==> config.mk <==
export PLATFORM = sky130hd
export DESIGN_NAME = lsu_stage_flat
export DESIGN_NICKNAME = d
export VERILOG_FILES = /design/src/rtl/lsu_stage_if.sv /design/src/rtl/lsu_stage.sv /design/src/flat_wrapper.sv
export SDC_FILE = /design/constraint.sdc
export NUM_CORES = 1
export LEC_CHECK = 0
export CAP_MARGIN = 25
export CORE_AREA = 2 2 175 108
export CTS_BUF_LIST = sky130_fd_sc_hd__clkbuf_4 sky130_fd_sc_hd__clkbuf_8
export CTS_CLUSTER_DIAMETER = 120
export CTS_CLUSTER_SIZE = 14
export DETAILED_ROUTE_END_ITERATION = 8
export DIE_AREA = 0 0 177 110
export GPL_TIMING_DRIVEN = 1
export HOLD_SLACK_MARGIN = 0.02
export PLACE_DENSITY = 0.79
export SYNTH_ARGS = -nofsm -noshare
export SYNTH_HDL_FRONTEND = slang
export SYNTH_SLANG_ARGS = --single-unit
==> constraint.sdc <==
create_clock -name clk -period 2.2 [get_ports clk]
set_clock_uncertainty 0.1 [all_clocks]
set_input_delay 0.66 -clock clk [delete_from_list [all_inputs] [get_ports clk]]
set_output_delay 0.66 -clock clk [all_outputs]
set_load 0.05 [all_outputs]
==> src/rtl/lsu_stage_if.sv <==
// Data-memory request/response bus between the load/store stage (master)
// and the memory (slave).
interface lsu_stage_if #(
  parameter int WIDTH = 32
);
  logic               mem_req;
  logic               mem_we;
  logic [WIDTH-1:0]   mem_addr;
  logic [WIDTH-1:0]   mem_wdata;
  logic [WIDTH/8-1:0] mem_wmask;
  logic               mem_ready;
  logic               mem_rvalid;
  logic [WIDTH-1:0]   mem_rdata;

  modport master (
    output mem_req, mem_we, mem_addr, mem_wdata, mem_wmask,
    input  mem_ready, mem_rvalid, mem_rdata
  );

  modport slave (
    input  mem_req, mem_we, mem_addr, mem_wdata, mem_wmask,
    output mem_ready, mem_rvalid, mem_rdata
  );
endinterface

==> src/rtl/lsu_stage.sv <==
// Load/store stage: captures one EXU bundle, performs at most one memory
// access, aligns/extends load data and emits the write-back bundle.
module lsu_stage #(
  parameter int WIDTH = 32
) (
  input  logic          clk,
  input  logic          rst,
  input  logic          exu_valid,
  input  logic [108:0]  exu_data,
  output logic          lsu_ready,
  lsu_stage_if.master   mem,
  output logic          lsu_valid,
  output logic [103:0]  lsu_data,
  output logic          lsu_err
);

  typedef enum logic [1:0] {IDLE, REQ, WAIT, DONE} state_e;

  state_e             state_q, state_d;
  logic [108:0]       cap_q, cap_d;
  logic [WIDTH-1:0]   ld_q, ld_d;
  logic               err_q, err_d;
  logic               accept;
  logic               acc_err;
  logic               acc_mem;
  logic               cap_load;
  logic [1:0]         cap_off;

  // Both enables set means store; loads and stores have different legal funct3 sets.
  function automatic logic mem_err(input logic ren, input logic wen,
                                   input logic [2:0] f3, input logic [1:0] off);
    logic illegal;
    logic misal;
    illegal = 1'b0;
    if (wen)
      illegal = !(f3 == 3'b000 || f3 == 3'b001 || f3 == 3'b010);
    else if (ren)
      illegal = (f3 == 3'b011 || f3 == 3'b110 || f3 == 3'b111);
    misal = (f3[1:0] == 2'b01 && off[0]) || (f3[1:0] == 2'b10 && off != 2'b00);
    return (ren | wen) & (illegal | misal);
  endfunction

  function automatic logic [31:0] load_ext(input logic [31:0] rdata,
                                           input logic [1:0] off,
                                           input logic [2:0] f3);
    logic [31:0] sh;
    logic [31:0] res;
    sh  = rdata >> {off, 3'b000};
    res = '0;
    case (f3)
      3'b000:  res = {{24{sh[7]}}, sh[7:0]};
      3'b001:  res = {{16{sh[15]}}, sh[15:0]};
      3'b010:  res = sh;
      3'b100:  res = {24'b0, sh[7:0]};
      3'b101:  res = {16'b0, sh[15:0]};
      default: res = '0;
    endcase
    return res;
  endfunction

  function automatic logic [3:0] store_mask(input logic [1:0] size, input logic [1:0] off);
    logic [3:0] m;
    case (size)
      2'b00:   m = 4'b0001 << off;
      2'b01:   m = 4'b0011 << off;
      default: m = 4'b1111;
    endcase
    return m;
  endfunction

  assign accept   = exu_valid && (state_q == IDLE);
  assign acc_mem  = exu_data[44] | exu_data[43];
  assign acc_err  = mem_err(exu_data[44], exu_data[43], exu_data[42:40], exu_data[78:77]);
  assign cap_load = cap_q[44] & ~cap_q[43];
  assign cap_off  = cap_q[78:77];

  always_ff @(posedge clk) begin
    if (rst) begin
      state_q <= IDLE;
      cap_q   <= '0;
      ld_q    <= '0;
      err_q   <= 1'b0;
    end else begin
      state_q <= state_d;
      cap_q   <= cap_d;
      ld_q    <= ld_d;
      err_q   <= err_d;
    end
  end

  always_comb begin
    state_d = state_q;
    cap_d   = cap_q;
    ld_d    = ld_q;
    err_d   = err_q;
    case (state_q)
      IDLE: begin
        if (accept) begin
          cap_d   = exu_data;
          ld_d    = '0;
          err_d   = acc_err;
          state_d = (acc_mem && !acc_err) ? REQ : DONE;
        end
      end
      REQ: begin
        if (mem.mem_ready) state_d = WAIT;
      end
      WAIT: begin
        if (mem.mem_rvalid) begin
          state_d = DONE;
          if (cap_load) ld_d = load_ext(mem.mem_rdata, cap_off, cap_q[42:40]);
        end
      end
      default: state_d = IDLE;
    endcase
  end

  // Bus fields come straight from the captured bundle, so they stay stable across REQ.
  always_comb begin
    lsu_ready     = (state_q == IDLE);
    mem.mem_req   = (state_q == REQ);
    mem.mem_we    = cap_q[43];
    mem.mem_addr  = {cap_q[108:79], 2'b00};
    mem.mem_wdata = cap_q[76:45] << {cap_off, 3'b000};
    mem.mem_wmask = cap_q[43] ? store_mask(cap_q[41:40], cap_off) : 4'b0000;
    lsu_valid     = (state_q == DONE);
    lsu_err       = (state_q == DONE) && err_q;
    lsu_data      = {cap_q[108:77], ld_q, cap_q[39] & ~err_q, cap_q[38:0]};
  end

endmodule

==> src/flat_wrapper.sv <==
// flat-port wrapper written by rule: the top's interface ports become plain ports
module lsu_stage_flat 
#(
  parameter int WIDTH = 32
)
  (clk, rst, exu_valid, exu_data, lsu_ready, lsu_valid, lsu_data, lsu_err, mem_mem_req, mem_mem_we, mem_mem_addr, mem_mem_wdata, mem_mem_wmask, mem_mem_ready, mem_mem_rvalid, mem_mem_rdata);
  lsu_stage_if #(.WIDTH(WIDTH)) mem_i ();
  input  logic clk;
  input  logic rst;
  input  logic exu_valid;
  input  logic [108:0] exu_data;
  output logic lsu_ready;
  output logic lsu_valid;
  output logic [103:0] lsu_data;
  output logic lsu_err;
  output wire logic [$bits(mem_i.mem_req)-1:0] mem_mem_req;
  output wire logic [$bits(mem_i.mem_we)-1:0] mem_mem_we;
  output wire logic [$bits(mem_i.mem_addr)-1:0] mem_mem_addr;
  output wire logic [$bits(mem_i.mem_wdata)-1:0] mem_mem_wdata;
  output wire logic [$bits(mem_i.mem_wmask)-1:0] mem_mem_wmask;
  input wire logic [$bits(mem_i.mem_ready)-1:0] mem_mem_ready;
  input wire logic [$bits(mem_i.mem_rvalid)-1:0] mem_mem_rvalid;
  input wire logic [$bits(mem_i.mem_rdata)-1:0] mem_mem_rdata;
  assign mem_mem_req = mem_i.mem_req;
  assign mem_mem_we = mem_i.mem_we;
  assign mem_mem_addr = mem_i.mem_addr;
  assign mem_mem_wdata = mem_i.mem_wdata;
  assign mem_mem_wmask = mem_i.mem_wmask;
  assign mem_i.mem_ready = mem_mem_ready;
  assign mem_i.mem_rvalid = mem_mem_rvalid;
  assign mem_i.mem_rdata = mem_mem_rdata;
  lsu_stage #(.WIDTH(WIDTH)) u_core (.clk(clk), .rst(rst), .exu_valid(exu_valid), .exu_data(exu_data), .lsu_ready(lsu_ready), .mem(mem_i), .lsu_valid(lsu_valid), .lsu_data(lsu_data), .lsu_err(lsu_err));
endmodule
==> run_results.csv <==
group,metric,value,unit
synth,yosys.area.top_type,"dfxtp_1",
grt,overflow,0,
synth,synthCells,902,
routing,route.detailed.drc,0,
timing,slew_headroom,0.528,
grt,grt_max_degree,63,
clock_tree,cts_max_level,4,
floorplanning,start_util,0.395,
routing,avgViaCountPerCell,4.99,
synth,synth_top_area_frac,0.409,
timing,min_period,2.41,ns
clock_tree,hold_buffers,0,
finish,syn2layout_area_growth,56.1,%
synth,synth_mux_area_frac,0.0563,
floorplanning,die_w,177,um
worst_setup_path,r2r_slack,0.15,ns
floorplanning,core_region_area,0.0178,mm2
hold_path,hold_path.class,"flip-flop to flip-flop",
routing,drt_iter0_markers,456,
clock_tree,cts.sinks,144,
synth,synthSimpleGateAreaFrac,0.204,
routing,drt_first_pass_iters,7,
power,p_leak,4.38,nW
worst_setup_path,path_max_fanout,9,
place,gp_congestion,0.863,
synth,synthesis.area,0.00705,mm2
timing,setup_viol,36,
clock_tree,cts_tree,"yes",
finish,fillCellCount,1499,
synth,synth_top_family_by_area,"simple AND/OR/NAND/NOR gates",
synth,syn_avg_cell_area,7.82,um2
job,cap_violations,0,
grt,grt_usage,0.227,
floorplanning,io_pins,323,
worst_setup_path,cp_data_arrival_time,1.65,ns
synth,yosys_register_bits,144,
place,hpwl,16200,um
worst_setup_path,critPathCaptureType,"primary output",
power,ir_drop,0.486,mV
synth,seq_area_frac_synth,0.409,
routing,routed_wl,22700,um
grt,antenna_found_initial,1,
finish,multi_input_area,0.00364,mm2
timing,fin_crit_sh,1.09,
synth,yosys_warnings,0,
clock_tree,cts-root-buf,"clkbuf_8",
routing,wl_per_cell,16.3,um
timing,worst_slack,-0.206,ns
routing,drtAntennaViolNets,0,
timing,rsz0062_at_grt,"true",
status,violations,"negative setup slack",
floorplanning,die_h,110,um
synth,synth_ff_type,"dfxtp_1",
timing,worst_pin_slew,0.708,ns
synth,yosysMostFrequentCell,"nand2_1",
synth,synthArstFlopShare,0,
power,power_density,1000,mW/mm2
clock_tree,cts_buffers,17,
finish,regArea,0.00289,mm2
worst_setup_path,required,1.44,ns
worst_setup_path,path_class,"flip-flop to primary output",
timing,hold_viol_final,0,
synth,synthTopCellsByCount,"nand2_1, dfxtp_1, a21oi_1, buf_4, clkbuf_1",
timing,slew_viol_final,0,
clock_tree,clkLatencyLatePin,0.43,ns
worst_setup_path,worst_setup_path_start_kind,"flip-flop",
synth,synth_adder_area_share,0.00710,
status,status,"finished with violations",
clock_tree,clockBufferDepth,2,
synth,synthXorXnorAreaFrac,0,
finish,final_util,0.617,
synth,synth_compound_area_frac,0.170,
clock_tree,clk_pin_slew_worst_paths,0.08,ns
finish,nets,1285,
place,portBuffers,320,
power,finalPower,11.0,mW
finish,drive_above_1_share,0.311,
grt,grt_pass1_wl,34600,um
synth,synth_area_leaders,"dfxtp_1, nand2_1, buf_4, a21oi_1, mux2i_1",
timing,whs,0.352,ns
place,place_ws,-0.332,ns
timing,max_freq,416,MHz
synth,synth-edff-count,0,
floorplanning,dieArea,0.0195,mm2
routing,vias,6927,
grt,grt_pass1_vias,6596,
floorplanning,rows,38,
synth,ys_types,48,
finish,diodes,0,
routing by layer:
| metal | GRT usage | up-vias | wire [um] |
|---|---|---|---|
| li1 | - | 3395 | - |
| met2 | 0.365 | 277 | 10600 |
| met4 | 0.0525 | 2 | 272 |
| met5 | 0 | - | 13 |
| met3 | 0.0806 | 24 | 2150 |
| met1 | 0.293 | 3229 | 9610 |
cell families after synthesis:
group | after synthesis
AO/OA/AOI/OAI | 199
adder cells (fa/ha/maj) | 4
buffers and inverters | 171
flip-flops | 144
multiplexers | 37
other | 1
AND/OR/NAND/NOR | 346
cells in the final DEF (no fill, tap or decap), types with 3 or more instances in the layout:
master	count
bufbuf_16	3
a211o_1	7
o211ai_1	9
a211oi_2	8
o21ai_4	6
nand2_1	257
dfxtp_1	139
nor2_2	4
and2_4	4
clkinv_2	3
inv_8	3
o311ai_0	12
o311ai_1	3
buf_6	26
nor2_4	9
nand2b_1	5
inv_1	5
and2_2	5
buf_12	29
nor2b_1	17
clkbuf_8	17
a21oi_4	8
mux2i_4	13
a21oi_1	117
inv_6	5
mux2i_1	19
buf_8	5
nor2_1	19
clkdlybuf4s50_1	144
buf_4	170
dfxtp_2	3
o21ai_0	3
a32oi_1	8
nand4_1	3
nand2_2	9
what timing repair did:
item,4_1_cts,5_1_grt
hold endpoints to repair,0,0
gates cloned,3,0
buffers inserted,18,4
pin swaps,7,4
gates resized for setup,74,23
setup endpoints to repair,38,47
report_power, final:
part	total [mW]	internal, mW	switching, mW
clock network	1.98	0.819	1.17
logic	5.72	2.23	3.49
registers	3.31	2.97	0.345
total	11.0	6.02	5.00
critical path, cell delays in order, from the launching register on:
cell     delay, ns
dfxtp_4       0.43
buf_12        0.18
mux2i_4       0.32
o21ai_2       0.12
buf_12        0.16
sequential cells by signal (all words and copies together) (netlist names):
name and cells:
u_core.cap_q 109, u_core.ld_q 32, u_core.state_q 2, u_core.err_q 1
per-stage QoR:
stage          setup TNS [ns]  instance area [um2]  std cells
2_1_floorplan          -0.178                 7340        903
3_3_place_gp            -5.61                 9970       1331
3_5_place_dp            -6.59                 9970       1331
4_1_cts                 -5.10                10900       1384
5_1_grt                 -7.15                11000       1388
6_report                -4.31                11000       1388
area by class of cell:
cell class,instances,share of cell area
timing repair buffer,378,0.344
multi-input combinational,588,0.330
sequential,144,0.263
tap,240,0.0273
clock buffer,17,0.0213
clock inverter,15,0.0114
inverter,6,0.00227
worst paths after layout:
check / depth (start not counted) / end / startpoint
max: 4 / mem_mem_wdata[21] / u_core.cap_q[78]$_SDFFE_PP0P_
min: 2 / u_core.cap_q[71]$_SDFFE_PP0P_ / u_core.cap_q[71]$_SDFFE_PP0P_
max reg2reg: 6 / u_core.ld_q[19]$_SDFFE_PP0P_ / u_core.cap_q[78]$_SDFFE_PP0P_
min reg2reg: 2 / u_core.cap_q[71]$_SDFFE_PP0P_ / u_core.cap_q[71]$_SDFFE_PP0P_
Note: power is estimated with default switching activity, not from simulation.
